<file path="src/rtl/mem_fill.sv">
// Memory fill engine: writes cmd_count words of a fill value to consecutive arbiter addresses.
// Define MEM_FILL_PATTERN_EN to enable the incrementing-pattern mode (fill + word offset).
module mem_fill #(
  parameter int              ADDR_W = 17,
  parameter int              DATA_W = 32,
  parameter int              OP_W   = 4,
  parameter logic [OP_W-1:0] WR_OP  = 4'b1111
) (
  input  logic              clk,
  input  logic              rst_,
  input  logic              cmd_rts_in,
  output logic              cmd_rtr_out,
  input  logic [ADDR_W-1:0] cmd_start,
  input  logic [ADDR_W:0]   cmd_count,
  input  logic [DATA_W-1:0] cmd_data,
  input  logic              cmd_mode,
  output logic [ADDR_W-1:0] arb_addr,
  output logic [DATA_W-1:0] arb_wr_data,
  output logic              arb_rts_out,
  input  logic              arb_rtr_in,
  output logic [OP_W-1:0]   arb_op,
  output logic              busy,
  output logic              sftrst_
);

  typedef enum logic [1:0] {
    ST_IDLE = 2'b00,
    ST_FILL = 2'b01,
    ST_DONE = 2'b10,
    ST_BAD  = 2'b11
  } state_t;

  localparam logic [ADDR_W-1:0] ADDR_ONE = {{(ADDR_W-1){1'b0}}, 1'b1};
  localparam logic [ADDR_W:0]   CNT_ONE  = {{ADDR_W{1'b0}}, 1'b1};
  localparam logic [ADDR_W:0]   CNT_ZERO = {(ADDR_W+1){1'b0}};

  state_t              r_state;
  logic [ADDR_W-1:0]   r_addr;
  logic [ADDR_W:0]     r_remaining;
  logic [DATA_W-1:0]   r_fill;
  logic [DATA_W-1:0]   w_fill_data;
  logic                w_cmd_xfer;
  logic                w_arb_xfer;

`ifdef MEM_FILL_PATTERN_EN
  logic                r_mode;
  logic [ADDR_W:0]     r_offset;

  // Pattern offset and mode, tracked alongside the address counter.
  always_ff @(posedge clk or negedge rst_) begin
    if (!rst_) begin
      r_mode   <= 1'b0;
      r_offset <= CNT_ZERO;
    end else if (w_cmd_xfer) begin
      r_mode   <= cmd_mode;
      r_offset <= CNT_ZERO;
    end else if (w_arb_xfer) begin
      r_offset <= r_offset + CNT_ONE;
    end
  end

  assign w_fill_data = r_mode ? (r_fill + DATA_W'(r_offset)) : r_fill;
`else
  logic w_unused_mode;
  assign w_unused_mode = cmd_mode;
  assign w_fill_data   = r_fill;
`endif

  // Gating with rst_ keeps upstream from seeing a ready handshake while held in reset.
  assign w_cmd_xfer = cmd_rts_in && cmd_rtr_out;
  assign w_arb_xfer = arb_rts_out && arb_rtr_in;

  // Control FSM and address/count datapath.
  always_ff @(posedge clk or negedge rst_) begin
    if (!rst_) begin
      r_state     <= ST_IDLE;
      r_addr      <= {ADDR_W{1'b0}};
      r_remaining <= CNT_ZERO;
      r_fill      <= {DATA_W{1'b0}};
    end else begin
      case (r_state)
        ST_IDLE: begin
          if (w_cmd_xfer) begin
            r_addr      <= cmd_start;
            r_remaining <= cmd_count;
            r_fill      <= cmd_data;
            r_state     <= (cmd_count == CNT_ZERO) ? ST_DONE : ST_FILL;
          end
        end
        ST_FILL: begin
          if (w_arb_xfer) begin
            r_addr      <= r_addr + ADDR_ONE;
            r_remaining <= r_remaining - CNT_ONE;
            if (r_remaining == CNT_ONE) begin
              r_state <= ST_DONE;
            end
          end
        end
        ST_DONE: r_state <= ST_IDLE;
        default: r_state <= ST_IDLE;
      endcase
    end
  end

  // Output decode from the current state and datapath registers.
  always_comb begin
    cmd_rtr_out = 1'b0;
    arb_rts_out = 1'b0;
    arb_op      = {OP_W{1'b0}};
    arb_wr_data = {DATA_W{1'b0}};
    busy        = 1'b0;
    sftrst_     = 1'b1;
    case (r_state)
      ST_IDLE: cmd_rtr_out = rst_;
      ST_FILL: begin
        arb_rts_out = 1'b1;
        arb_op      = WR_OP;
        arb_wr_data = w_fill_data;
        busy        = 1'b1;
      end
      ST_DONE: begin
        busy    = 1'b1;
        sftrst_ = 1'b0;
      end
      default: cmd_rtr_out = 1'b0;
    endcase
  end

  assign arb_addr = r_addr;

endmodule

</file>
<file path="config.mk">
export PLATFORM = sky130hd
export DESIGN_NAME = mem_fill
export DESIGN_NICKNAME = d
export VERILOG_FILES = /design/src/rtl/mem_fill.sv
export SDC_FILE = /design/constraint.sdc
export NUM_CORES = 1
export LEC_CHECK = 0
export BUFFER_PORTS_ARGS = -buffer_cell sky130_fd_sc_hd__buf_4
export CAP_MARGIN = 20
export CORE_UTILIZATION = 50
export DETAILED_ROUTE_END_ITERATION = 16
export PLACE_DENSITY = 0.8
export RECOVER_POWER = 25
export SLEW_MARGIN = 5
export SYNTH_ARGS = -nofsm -noshare
export SYNTH_HDL_FRONTEND = slang
export SYNTH_SLANG_ARGS = --single-unit
</file>
<file path="constraint.sdc">
create_clock -name clk -period 5.6 [get_ports clk]
set_input_delay 0.28 -clock clk [delete_from_list [all_inputs] [get_ports clk]]
set_output_delay 0.28 -clock clk [all_outputs]
set_load 0.05 [all_outputs]
</file>
==> qor.csv <==
metric;value;unit
globalRouteOverflowTotal;0;
synth_seq_cells;69;
postCtsSetupBuffers;0;
clock_sinks;69;
yosysTopAreaCellShare;45.6;%
power.density;694;nW/um2
die_w;89.0;um
vias_per_cell;5.73;
ir_worst_vdd;0.000373;V
fin_tns_setup;0;ns
die_y;89.0;um
drive_gt1_share;38.2;%
cts_max_level;3;
critPathLaunchType;flop;
start_util;51.9;%
fillers;576;
rows;31;
status;completed;
place_ws;2.53;ns
core_area;7290;um2
yosysUniqueCellTypes;45;
num_vias;3442;
setup_viol;0;
ys_warn_count;0;
dpl.hpwl;6.42;mm
layout_commonest_cell;buf_4;
finalHoldViolations;0;
leakage;2.30;nW
routed_wl;9.39;mm
path_class;reg2reg;
antenna_cells;0;
placed_cells_incl_taps;585;
dpl_cell_area;4800;um2
insertion_delay;0.34;ns
ant_nets;0;
wire_per_inst;15.6;um
ys.flop_type;dfrtp_1;
total_power;3.52;mW
arrival;3.05;ns
final_nets;575;
fmax;361;MHz
grt_max_degree;72;
ys_top_cells_by_area;dfrtp_1, mux2_2, and2_1;
pin_count;129;
yosysSeqAreaShare;45.6;%
finalClockSkew;0.00878;ns
slew_viol_final;0;
fin_cells;601;
route.detailed.drc;0;
worstPathMaxFanout;25;
final.period_utilization;49.4;%
synth-edff-count;0;
reg2reg_depth;8;
reg2reg_from;r_state[0]$_DFFE_PN0P_;
antenna_found_initial;0;
io_buffers;127;
min_path_type;in2async;
clkTransAtPathRegs;0.08;ns
yosysTopAreaCell;dfrtp_1;
syn_inst;377;
gp_congestion;0.854;
drv_cap;0;
drt_pass1_iterations;5;
worstMarginPinSlew;0.926;ns
required;5.89;ns
first_global_vias;3200;
slew_headroom;38.3;%
dieArea;7920;um2
clk_root_buffer_cell;clkbuf_8;
syn_avg_cell_area;10.0;um2
cts_resized;0;
critPathLaunch;r_state[0]$_DFFE_PN0P_;
grt_pass1_wl;14.9;mm
cts_hold_buf;0;
drt_iter0_drc;192;
cts_inserted_buffers;9;
grt_setup_unrepaired;false;
cts_tree;yes;
syn_area;3780;um2
async_flop_share;100;%
track_usage;24.6;%
cts_buffer_depth;2;
fin_ws;2.83;ns
layout_common_cells;buf_4, dfrtp_1, and2_1;
endpoint_kind;flop;
synthToLayoutAreaGrowth;34.1;%
syn_nets;455;
finalInstanceArea;5070;um2
fin_crit;2.77;ns
## worst max-delay path, stage by stage (launching register included)
cell and delay [ns]:
dfrtp_1 0.37, inv_1 0.08, ha_1 0.25, a21boi_4 0.17
or3_1 0.74, buf_4 0.33, or4_1 0.47, a21oi_1 0.15
a221o_1 0.13
## metrics by stage
step	utilization, %	hold WS, ns
after detailed placement	65.9	0.472
after CTS	69.6	0.102
after global routing	69.6	0.143
after floorplan	-	-0.0156
final	69.6	0.0587
after global placement	65.9	0.475
## logic make-up (layout without fill, tap and decap cells)
group | Yosys count | count (layout) | synth area share [%]
mux | 45 | 45 | 13.0
flops | 69 | 69 | 45.6
simple gates | 137 | 137 | 20.1
fa+ha+maj | 6 | 6 | 1.98
buf+inv | 33 | 158 | 3.83
compound gates | 87 | 87 | 15.5
## routing by layer
metal / GRT usage (%) / share of wire, %
met1: 30.4 / 42
met2: 40.0 / 48
met3: 9.42 / 8.9
met4: 7.94 / 1.2
met5: 0 / 0
## worst paths after layout
check	endpoint	slack [ns]
max	arb_addr[7]$_DFFE_PN0P_	2.83
min	r_remaining[13]$_DFFE_PN0P_	0.06
max reg2reg	arb_addr[7]$_DFFE_PN0P_	2.83
min reg2reg	r_fill[16]$_DFFE_PN0P_	0.50
max in group asynchronous	r_fill[8]$_DFFE_PN0P_	4.92
min in group clk	arb_addr[11]$_DFFE_PN0P_	0.16
## area by class of cell
type                       count  area [um2]  share of cell area, %
clock inverter                 6         134                   2.64
clock buffer                  10         138                   2.71
timing repair buffer         133         998                   19.7
multi-input combinational    275        1920                   37.8
inverter                       9        33.8                  0.666
tap                           99         124                   2.44
sequential                    69        1730                   34.0
## cell usage after synthesis (all sizes together), types with 2 or more instances
library cell and number:
a21o 2, a21oi 17, a221o 8, a22o 2, a22oi 14, and2 34
and3 5, buf 11, clkbuf 13, dfrtp 69, ha 6, inv 9
mux2 32, mux2i 13, nand2 22, nand3 13, nand4 3, nand4b 2
nor2 20, nor3 11, nor4 9, o21ai 26, o22ai 6, o31ai 3
o41ai 2, or2 3, or3 4, or4 6
## power by group
group          internal (mW)  switching [mW]  total (mW)
combinational          0.719            1.26        1.98
sequential             0.755           0.239       0.995
clock                  0.353           0.193       0.546
## sequential cells by signal (all words and copies together), names as in the netlist
name	cells
arb_addr	17
r_fill	32
r_remaining	18
r_state	2
No activity file was read; power rests on OpenSTA's default activity.
